[config.mk]
export PLATFORM = sky130hd
export DESIGN_NAME = shift_rows_stream
export DESIGN_NICKNAME = d
export VERILOG_FILES = /design/src/rtl/aes_pkg.sv /design/src/rtl/rijndael_shift_perm.sv /design/src/rtl/shift_rows_stream.sv
export SDC_FILE = /design/constraint.sdc
export NUM_CORES = 1
export LEC_CHECK = 0
export BUFFER_PORTS_ARGS = -buffer_cell sky130_fd_sc_hd__buf_2
export CAP_MARGIN = 20
export CORE_MARGIN = 10
export CORE_UTILIZATION = 45
export DETAILED_ROUTE_END_ITERATION = 10
export PLACE_DENSITY = 0.79
export SETUP_SLACK_MARGIN = 0.05
export SYNTH_ARGS = -nofsm -noshare
export SYNTH_HDL_FRONTEND = slang
export SYNTH_HIERARCHICAL = 1
export SYNTH_SLANG_ARGS = --single-unit
[constraint.sdc]
create_clock -name clk -period 10.1 [get_ports clk]
set_input_delay 1.01 -clock clk [delete_from_list [all_inputs] [get_ports clk]]
set_output_delay 1.01 -clock clk [all_outputs]
set_load 0.02 [all_outputs]
[src/rtl/aes_pkg.sv]
// Shared Rijndael helpers: row shift offsets, byte indexing and
// the occupancy states of the ShiftRows skid buffer.
package aes_pkg;

  localparam int NB_MAX = 8;

  typedef enum logic [1:0] {
    EMPTY,
    ONE,
    FULL
  } skid_state_t;

  // Rijndael offsets: {0,1,2,3} up to 6 columns, {0,1,3,4} at 8.
  function automatic int shift_off(input int nb, input int row);
    if (nb == 8 && row >= 2) return row + 1;
    return row;
  endfunction

  function automatic int byte_idx(input int row, input int col);
    return 4 * col + row;
  endfunction

endpackage

[src/rtl/rijndael_shift_perm.sv]
// Combinational Rijndael (Inv)ShiftRows byte permutation for an
// NB-column state; pure wiring plus one 2:1 mux per byte.
module rijndael_shift_perm
  import aes_pkg::*;
#(
  parameter int NB = 4,
  localparam int SW = 32 * NB
) (
  input  logic [SW-1:0] state,
  input  logic          inv,
  output logic [SW-1:0] perm
);

  if (!(NB == 4 || NB == 6 || NB == 8) || NB > NB_MAX) begin : g_bad_nb
    $error("rijndael_shift_perm: NB must be 4, 6 or 8");
  end

  for (genvar r = 0; r < 4; r++) begin : g_row
    for (genvar c = 0; c < NB; c++) begin : g_col
      localparam int S  = shift_off(NB, r);
      localparam int FC = (c + S) % NB;
      localparam int IC = (c + NB - S) % NB;
      localparam int D  = SW - 1 - 8 * byte_idx(r, c);
      localparam int FS = SW - 1 - 8 * byte_idx(r, FC);
      localparam int IS = SW - 1 - 8 * byte_idx(r, IC);

      assign perm[D -: 8] = inv ? state[IS -: 8] : state[FS -: 8];
    end
  end

endmodule

[src/rtl/shift_rows_stream.sv]
// Pipelined ShiftRows stage: permute on entry, then a registered
// main slot plus skid slot for full throughput under backpressure.
module shift_rows_stream
  import aes_pkg::*;
#(
  parameter int NB = 4,
  localparam int SW = 32 * NB
) (
  input  logic          clk,
  input  logic          rst,
  input  logic          in_valid,
  output logic          in_ready,
  input  logic [SW-1:0] in_state,
  input  logic          in_inv,
  output logic          out_valid,
  input  logic          out_ready,
  output logic [SW-1:0] out_state,
  output logic          out_inv
);

  skid_state_t state, nxt;

  logic          accept;
  logic          drain;
  logic          load_m;
  logic          load_s;
  logic          m_from_s;
  logic [SW-1:0] perm;
  logic [SW-1:0] m_state;
  logic [SW-1:0] s_state;
  logic          m_inv;
  logic          s_inv;

  rijndael_shift_perm #(
    .NB(NB)
  ) u_perm (
    .state(in_state),
    .inv  (in_inv),
    .perm (perm)
  );

  assign accept = in_valid && in_ready;
  assign drain  = out_valid && out_ready;

  always_comb begin
    nxt      = state;
    load_m   = 1'b0;
    load_s   = 1'b0;
    m_from_s = 1'b0;
    unique case (state)
      EMPTY: begin
        if (accept) begin
          nxt    = ONE;
          load_m = 1'b1;
        end
      end
      ONE: begin
        if (accept && drain) begin
          load_m = 1'b1;
        end else if (accept) begin
          nxt    = FULL;
          load_s = 1'b1;
        end else if (drain) begin
          nxt = EMPTY;
        end
      end
      FULL: begin
        if (drain) begin
          nxt      = ONE;
          m_from_s = 1'b1;
        end
      end
      default: nxt = EMPTY;
    endcase
  end

  // Handshake outputs are flops fed from next state, so neither
  // side sees a combinational path from the other.
  always_ff @(posedge clk or posedge rst) begin
    if (rst) begin
      state     <= EMPTY;
      in_ready  <= 1'b1;
      out_valid <= 1'b0;
    end else begin
      state     <= nxt;
      in_ready  <= (nxt != FULL);
      out_valid <= (nxt != EMPTY);
    end
  end

  always_ff @(posedge clk or posedge rst) begin
    if (rst) begin
      m_state <= '0;
      m_inv   <= 1'b0;
      s_state <= '0;
      s_inv   <= 1'b0;
    end else begin
      if (load_m) begin
        m_state <= perm;
        m_inv   <= in_inv;
      end else if (m_from_s) begin
        m_state <= s_state;
        m_inv   <= s_inv;
      end
      if (load_s) begin
        s_state <= perm;
        s_inv   <= in_inv;
      end
    end
  end

  assign out_state = m_state;
  assign out_inv   = m_inv;

endmodule
# ---- After elaboration in Yosys (flattened, before gate mapping)
# Index checks and enable logic that the tools add are counted.
dict set report op_classes {
  n_bitwise 0
  mux 25
  n_shift 0
  mul 0
  div 0
  n_eq_ne 3
  n_addsub 0
  n_reduce_logical 6
  magnitude_cmp 0
}
# cell n
set op_table {}
lappend op_table {{128-bit 2-to-1 mux} 2}
lappend op_table {{8-bit 2-to-1 mux} 8}
lappend op_table {{2-bit 2-to-1 mux} 5}
lappend op_table {{1-bit 2-to-1 mux} 8}
lappend op_table {{2-bit one-hot mux with 3 select lines} 1}
lappend op_table {{2-bit nonzero test} 2}
lappend op_table {{1-bit logical AND} 3}
lappend op_table {{2-bit by 1-bit == test with 1-bit output, second input constant} 1}
lappend op_table {{2-bit == test, second input constant} 1}
lappend op_table {{2-bit zero test} 1}
lappend op_table {{2-bit inequality test, second input constant} 1}
lappend op_table {{1-bit one-hot mux with 2 select lines} 1}
dict set report word_totals {
  word_cells 41
  rom_bits 0
  latchBits 0
  mem_count 0
  mem_bits_rw 0
  register_bits 262
}

# ---- Logic depth before layout (Yosys ltp)
# Gate-level depths: netlist (run 1).
dict set report logic_depth {
  ltp_word 6
  ltp_mapped 5
  ltp_nobuf 3
}

# ---- Modules after synthesis
# The synthesis (run 1) kept the hierarchy.
# mod area_each_um2 cells_each seq_area_each_um2 n_inst
set modules_own_cells {}
lappend modules_own_cells {shift_rows_stream 11377.2 708 6557.5 1}
lappend modules_own_cells {rijndael_shift_perm 1557.7 135 0.0 1}

# ---- Worst setup path before layout (run 1)
# OpenSTA, ideal clock, no wires.
dict set report synth_path {
  path_kind {input -> register}
  start {in in_valid}
  end {reg m_state[0] (netlist: out_state[0])}
  stages 5
  t_required_ns 9.975
  setup_ns 0.125
  path_slack_ns 7.967
  n_path_buf 2
  arrival_time_ns 2.008
  cell_sequence {and3b_1 > nand2_1 > buf_2 > buf_4 > mux2_2}
}
dict set report synth_via {
  elab_chain_len 5
  elab_cells_between_ends 7
}
# item line_no
set synth_rtl {}
lappend synth_rtl {{from (decl)} shift_rows_stream.sv:11} ;# input logic in_valid,
lappend synth_rtl {{1-bit logical AND (*)} shift_rows_stream.sv:42} ;# assign accept = in_valid && in_ready;
lappend synth_rtl {{1-bit logical AND} shift_rows_stream.sv:58} ;# if (accept && drain) begin
lappend synth_rtl {{1-bit 2-to-1 mux} shift_rows_stream.sv:58}
lappend synth_rtl {{1-bit one-hot mux with 2 select lines (*)} shift_rows_stream.sv:50} ;# unique case (state)
lappend synth_rtl {{128-bit 2-to-1 mux or 2-bit nonzero test (tied branches)} n/a}
lappend synth_rtl {{to (signal assigned)} shift_rows_stream.sv:99} ;# m_state <= perm;
lappend synth_rtl {{to (signal assigned)} shift_rows_stream.sv:102} ;# m_state <= s_state;
lappend synth_rtl {{to (decl)} shift_rows_stream.sv:29} ;# logic [SW-1:0] m_state;
# Every way passes the cells marked *; elsewhere a longest branch is shown, timed or not.
# A chain may end at the register's enable or synchronous reset.

# ---- Final worst setup path (run 1)
dict set report layout_path {
  start {in out_ready}
  end {reg m_state[119] (netlist: out_state[119])}
}
dict set report layout_via {
  elab_chain_len 5
  elab_cells_between_ends 8
}
# item line_no
set layout_rtl {}
lappend layout_rtl {{from (decl)} shift_rows_stream.sv:16} ;# input logic out_ready,
lappend layout_rtl {{1-bit logical AND (*)} shift_rows_stream.sv:43} ;# assign drain = out_valid && out_ready;
lappend layout_rtl {{1-bit logical AND} shift_rows_stream.sv:58}
lappend layout_rtl {{1-bit 2-to-1 mux} shift_rows_stream.sv:58}
lappend layout_rtl {{1-bit one-hot mux with 2 select lines} shift_rows_stream.sv:50}
lappend layout_rtl {{128-bit 2-to-1 mux or 2-bit nonzero test (tied branches)} n/a}
# Marked as above.

==> flow_summary.yaml, run 1 <==
synthesis:
  synth_seq_area_share: 0.507
  yosysWarnings: 6
  synth_seq_cells: 262
  syn_avg_cell_area_um2: 15.3
  syn_nets: 976
  syn_area_um2: 12900
  synthDistinctLibCells: 21
  synthCells: 843
cts:
  cts_setup_buffers: 0
  postCtsHoldBufs: 0
  cts_sinks: 262
  cts_max_level: 1
  ctsRootBufferMaster: "clkbuf_16"
  cts.path.max_buffers: 3
  cts_made_buffers: 29
  cts_resized: 0
  clk_pin_slew_ps: 60
  insertion_delay_ps: 530
  cts_tree: "built"
global_route:
  grt_antenna_before_repair: 1
  gr-total-overflow: 0
  grt_max_degree: 133
  gr-usage-all-layers: 0.145
  grt_pass1_vias: 7962
  grt_pass1_wl_mm: 42.8
routing:
  dr.pass1.iters: 4
  num_vias: 7138
  drtIter0Drc: 293
  vias_per_cell: 4.97
  drt-total-wl_mm: 27.3
  avgRoutedWirePerCell_um: 19.0
  antenna_left: 0
  route.detailed.drc: 0
die:
  die_area_um2: 35900
  rows: 62
  start_util: 0.453
  die_y_um: 190
  core_area_um2: 28500
  die_x_um: 190
  io-pin-count: 264
placed_design:
  dpl.hpwl_mm: 18.7
  gp_congestion: 0.742
  dp_slack_ps: 6250
  place_inst: 1385
  portBuffers: 263
  place_area_um2: 13900
pwr:
  p_total_uw: 4900
  max-vdd-ir-drop_mv: 0.166
  p_int_uw: 3270
  leakage_uw: 0.00691
  swShare: 0.332
  power.switching_uw: 1630
  seq_power_share: 0.379
  pwr-share-clk: 0.223
  powerDensity_nw_per_um2: 330
  combPwrFrac: 0.397
finish:
  final_cell_mix: "292 x mux2_2, 262 x buf_2, 261 x dfrtp_1, 100 x mux2_1, 60 x mux2_4"
  fin_nets: 1165
  fin_area_um2: 14900
  fin_cells: 1437
  layout_commonest_cell: "mux2_2"
  drive_gt1_frac: 0.644
  n_antenna_cell: 0
  area_growth_pct: 15.0
setup_path:
  crit_chain: "buf_2 > nand4b_4 > buf_4 > buf_4 > mux2_2 > mux2_2"
  cp_slowest_cell: "buf_4"
  critPathKind: "in2reg"
  cp-startpoint: "out_ready"
  cp-end-kind: "register"
  critPathLaunchType: "input pin"
  r2r-start: "state[0]"
  path_buf_inv: 3
  worst_ep_required_time_ps: 10520
  critPathMaxFanout: 67
  worst_path_largest_cell_delay_ps: 890
  cpLargestDelayFamily: "buffers and inverters"
  arrival_ps: 3710
sta:
  rsz0062_at_grt: "no"
  max_freq_mhz: 304
  fin_ws_ps: 6810
  fin_skew_ps: 9.79
  finalCritPeriodShare: 0.326
  relSlewSlack: 0.305
  maxSlewViolCount: 0
  min_period_ps: 3290
  setup-tns-final_ps: 0
  finalHoldViolations: 0
  worst_pin_slew_ps: 1040
  setup-violations-final: 0
worst_hold_path:
  hp-class: "reg2reg"
  hold_start: "s_state[48]"
job:
  max-cap-violations: 0
outcome:
  outcome: "finished, final reports clean"
## metrics by stage
| stage | util | hold WS (ps) |
|---|---|---|
| final | 0.521 | 495 |
| after global routing | 0.521 | 509 |
| after CTS | 0.521 | 498 |
| after detailed placement | 0.486 | 486 |
| after global placement | 0.486 | 480 |
| after floorplan | - | 472 |
## worst reg2reg max path, cell delays in order (launching register included)
cell      delay [ps]
dfrtp_1          440
nand4b_4         330
buf_4            640
buf_4            950
mux2_2           450
mux2_2           260
## worst paths after layout
path	slack [ps]	endpoint	cells after the start
worst max-delay path	6810	out_state[119]	6
worst max register to register	6900	out_state[119]	5
min in group asynchronous	680	out_state[28]	2
worst min register to register	490	s_state[48]	1
worst min-delay path	490	s_state[48]	1
max in group asynchronous	7990	s_state[62]	3
## synth_stat cells (all sizes together)
cell    number  area share
nor2         1     0.00029
a21oi        1     0.00039
a21bo        1     0.00077
dfrtp      261        0.50
mux2       452        0.41
nand3        1     0.00077
and3b        1     0.00068
dfstp        1      0.0020
or2          1     0.00048
nand2        5      0.0015
and2         1     0.00048
buf        113       0.074
nand4b       1      0.0018
nor2b        1     0.00048
o22ai        1     0.00048
inv          1     0.00029
## cell type report
type,instances,area [um2]
fill,2422,13700
sequential,262,6560
inverter,1,11.3
clock buffer,43,878
multi-input combinational,467,5440
timing repair buffer,271,1380
tap,384,480
clock inverter,9,128
## per-layer routing
| metal | track usage | part of all wire | up-vias |
|---|---|---|---|
| li1 | - | - | 3331 |
| met1 | 0.168 | 0.40 | 3592 |
| met2 | 0.253 | 0.50 | 173 |
| met3 | 0.0460 | 0.078 | 40 |
| met4 | 0.0421 | 0.021 | 2 |
| met5 | 0 | 0.00026 | - |
## logic make-up (layout without fill, tap and decap cells)
logic type             count (synthesis)  count (layout)  share of synthesized area
AOI/OAI and AO/OA                      3               3                    0.00164
buffers and inverters                114             324                     0.0740
DFF                                  262             262                      0.507
muxes                                452             452                      0.411
and+or+nand+nor                       12              12                    0.00648
## power groups by stage
stage	sequential (uW)	combinational [uW]	clock, uW
final	1860	1950	1090
after global routing	1920	2110	1170
after CTS	1870	1990	1120
after detailed placement	1880	1980	0
after global placement	1850	1930	0
after floorplan	2160	1160	0
## state kept, by name (all words and copies together) (netlist names)
register / count
in_ready: 1
out_inv: 1
out_state: 128
out_valid: 1
s_inv: 1
s_state: 128
state: 2
Power figures use the tool's default switching activity.
==> run 2, diff against run 1 <==
--- a/config.mk
+++ b/config.mk
@@ -5,12 +5,13 @@
 export SDC_FILE = /design/constraint.sdc
 export NUM_CORES = 1
 export LEC_CHECK = 0
+export ABC_AREA = 1
 export BUFFER_PORTS_ARGS = -buffer_cell sky130_fd_sc_hd__buf_2
 export CAP_MARGIN = 20
 export CORE_MARGIN = 10
 export CORE_UTILIZATION = 45
 export DETAILED_ROUTE_END_ITERATION = 10
-export PLACE_DENSITY = 0.79
+export PLACE_DENSITY = 0.78
 export SETUP_SLACK_MARGIN = 0.05
 export SYNTH_ARGS = -nofsm -noshare
 export SYNTH_HDL_FRONTEND = slang
==> constraint.sdc (replaced) <==
create_clock -name clk -period 3.1 [get_ports clk]
set_input_delay 0.31 -clock clk [delete_from_list [all_inputs] [get_ports clk]]
set_output_delay 0.31 -clock clk [all_outputs]
set_load 0.02 [all_outputs]
==> run 2 against run 1 <==
  * Sequential cell count unchanged
  * Largest cell class unchanged
  * Critical path type is now reg2reg
  * Largest power group unchanged
  * Via count up 73%
  * Cell area up 4.6%
==> flow_summary.yaml, run 2 <==
finish:
  final_cell_mix: "714 x nand2_1, 387 x nand3_1, 263 x buf_2, 261 x dfrtp_1, 132 x inv_1"
  multi_input_area_um2: 5360
  register_area_um2: 6560
  area_growth_pct: 13.4
  layout_commonest_cell: "nand2_1"
  drive_gt1_frac: 0.174
  num-fill-cells: 2862
  fin_nets: 2089
die:
  die_area_um2: 37900
  start_util: 0.459
  die_y_um: 195
  core_area_um2: 29900
  die_x_um: 195
  rows: 63
  io-pin-count: 264
placed_design:
  dpl.hpwl_mm: 27.1
  portBuffers: 263
  dp_slack_ps: 945
  gp_congestion: 0.836
global_route:
  grt_pass1_wl_mm: 66.9
  gr-total-overflow: 0
  grt_max_degree: 147
  gr-usage-all-layers: 0.213
  grt_antenna_before_repair: 3
  grt_pass1_vias: 12121
cts:
  cts_max_level: 1
  clk_pin_slew_ps: 60
  cts.path.max_buffers: 3
  cts_tree: "built"
  cts_setup_buffers: 0
  cts_made_buffers: 30
  cts_sinks: 262
  insertion_delay_ps: 550
  ctsRootBufferMaster: "clkbuf_16"
synthesis:
  yosysWarnings: 6
  synth_most_common_cell: "nand2_1"
  synthXorXnorAreaFrac: 0
  synth_top_area_frac: 0.476
  synthTopCellsByCount: "715 x nand2_1, 387 x nand3_1, 261 x dfrtp_1, 134 x inv_1, 100 x o21ai_1"
  synth_compound_area_frac: 0.0474
  synth_largest_area_cell: "dfrtp_1"
  synth_seq_area_share: 0.478
  synth_edf_count: 0
  synth_mux_area_frac: 0
  synthDistinctLibCells: 18
  synth_seq_cells: 262
  ys_top_cells_by_area: "dfrtp_1 48%, nand2_1 20%, nand3_1 14%, buf_4 4.7%, inv_1 3.7%"
  synth_top_family_by_area: "simple AND/OR/NAND/NOR gates"
  syn_area_um2: 13700
  synthSimpleGateAreaFrac: 0.341
  syn_nets: 1975
  async_flop_share: 1.00
  synth_ff_type: "dfrtp_1"
  synthAdderAreaFrac: 0
  synthCells: 1842
  syn_avg_cell_area_um2: 7.45
sta:
  setup-violations-final: 0
  maxSlewViolCount: 0
  worst_pin_slew_ps: 1090
  min_period_ps: 2200
  rsz0062_at_grt: "no"
  finalCritPeriodShare: 0.709
  max_freq_mhz: 455
  relSlewSlack: 0.274
  fin_skew_ps: 10.6
  fin_ws_ps: 902
  fin_hold_ws_ps: 12.9
  finalHoldViolations: 0
routing:
  num_vias: 12364
  vias_per_cell: 5.21
  dr.pass1.iters: 5
  avgRoutedWirePerCell_um: 17.7
  drtIter0Drc: 1089
  drt-total-wl_mm: 42.1
  route.detailed.drc: 0
  antenna_left: 0
setup_path:
  worst_ep_required_time_ps: 3540
  worstRegToRegCells: 6
  critPathMaxFanout: 83
  worstReg2RegEnd: "out_state[80]"
  r2r_slack_ps: 900
  critPathLaunchType: "register"
  critPathKind: "reg2reg"
  arrival_ps: 2640
  r2r-start: "in_ready"
  cp-end-kind: "register"
worst_hold_path:
  whs_endpoint: "s_state[125]"
  holdPathStages: 3
  hold_start: "in_state[125]"
  hp-class: "in2reg"
job:
  max-cap-violations: 0
pwr:
  leakage_uw: 0.00871
  powerDensity_nw_per_um2: 1110
  max-vdd-ir-drop_mv: 0.577
  p_total_uw: 17300
outcome:
  outcome: "finished, final reports clean"
[run 2: per-stage QoR]
stage	instances	util	area (um2)	TNS (ps)
6_report	2372	0.521	15600	0
2_1_floorplan	1842	-	13700	-173490
4_1_cts	2370	0.520	15500	0
3_3_place_gp	2312	0.485	14500	0
5_1_grt	2372	0.521	15600	0
3_5_place_dp	2312	0.485	14500	0
[run 2: kinds of logic after synthesis]
kind of cell | after synthesis
and+or+nand+nor | 1110
AOI/OAI and AO/OA | 130
buffers and inverters | 340
DFF | 262
[run 2: how the worst max path moves through the flow]
stage / start / to / slack [ps] / depth (start not counted)
final: in_ready / out_state[80] / 900 / 6
after global routing: in_ready / out_state[99] / 750 / 6
after CTS: in_ready / out_state[78] / 940 / 6
after detailed placement: in_ready / out_state[78] / 940 / 6
after global placement: in_ready / out_state[86] / 960 / 6
after floorplan: rst / out_inv / -660 / 1
[run 2: metal layers]
layer | global-route usage | routed length, um | up-vias
li1 | - | - | 6000
met1 | 0.270 | 17500 | 5827
met2 | 0.339 | 19300 | 482
met3 | 0.0704 | 4280 | 53
met4 | 0.0613 | 974 | 2
met5 | 0 | 18 | -
[run 2: critical path, stage by stage (launching register included)]
cell     delay [ps]
dfstp_2         530
nand2_1          90
nor2_4          250
buf_4           780
nand3_1         170
nand2_1         130
nand2_1          50
[run 2: what timing repair did]
item,in CTS,in global routing
endpoints found under the hold margin,16,0
resized for setup,0,0
hold buffers,2,0
[run 2: area by class of cell]
class                      instances  area share
sequential                       262       0.422
multi-input combinational       1240       0.345
timing repair buffer             285       0.101
clock buffer                      45      0.0584
inverter                         137      0.0335
tap                              390      0.0314
clock inverter                    11     0.00869
antenna                            2    0.000322
[run 2: power by group]
part	switching (uW)	internal [uW]	total, uW
sequential	917	5130	6050
clock	1430	2260	3690
combinational	5310	2270	7590
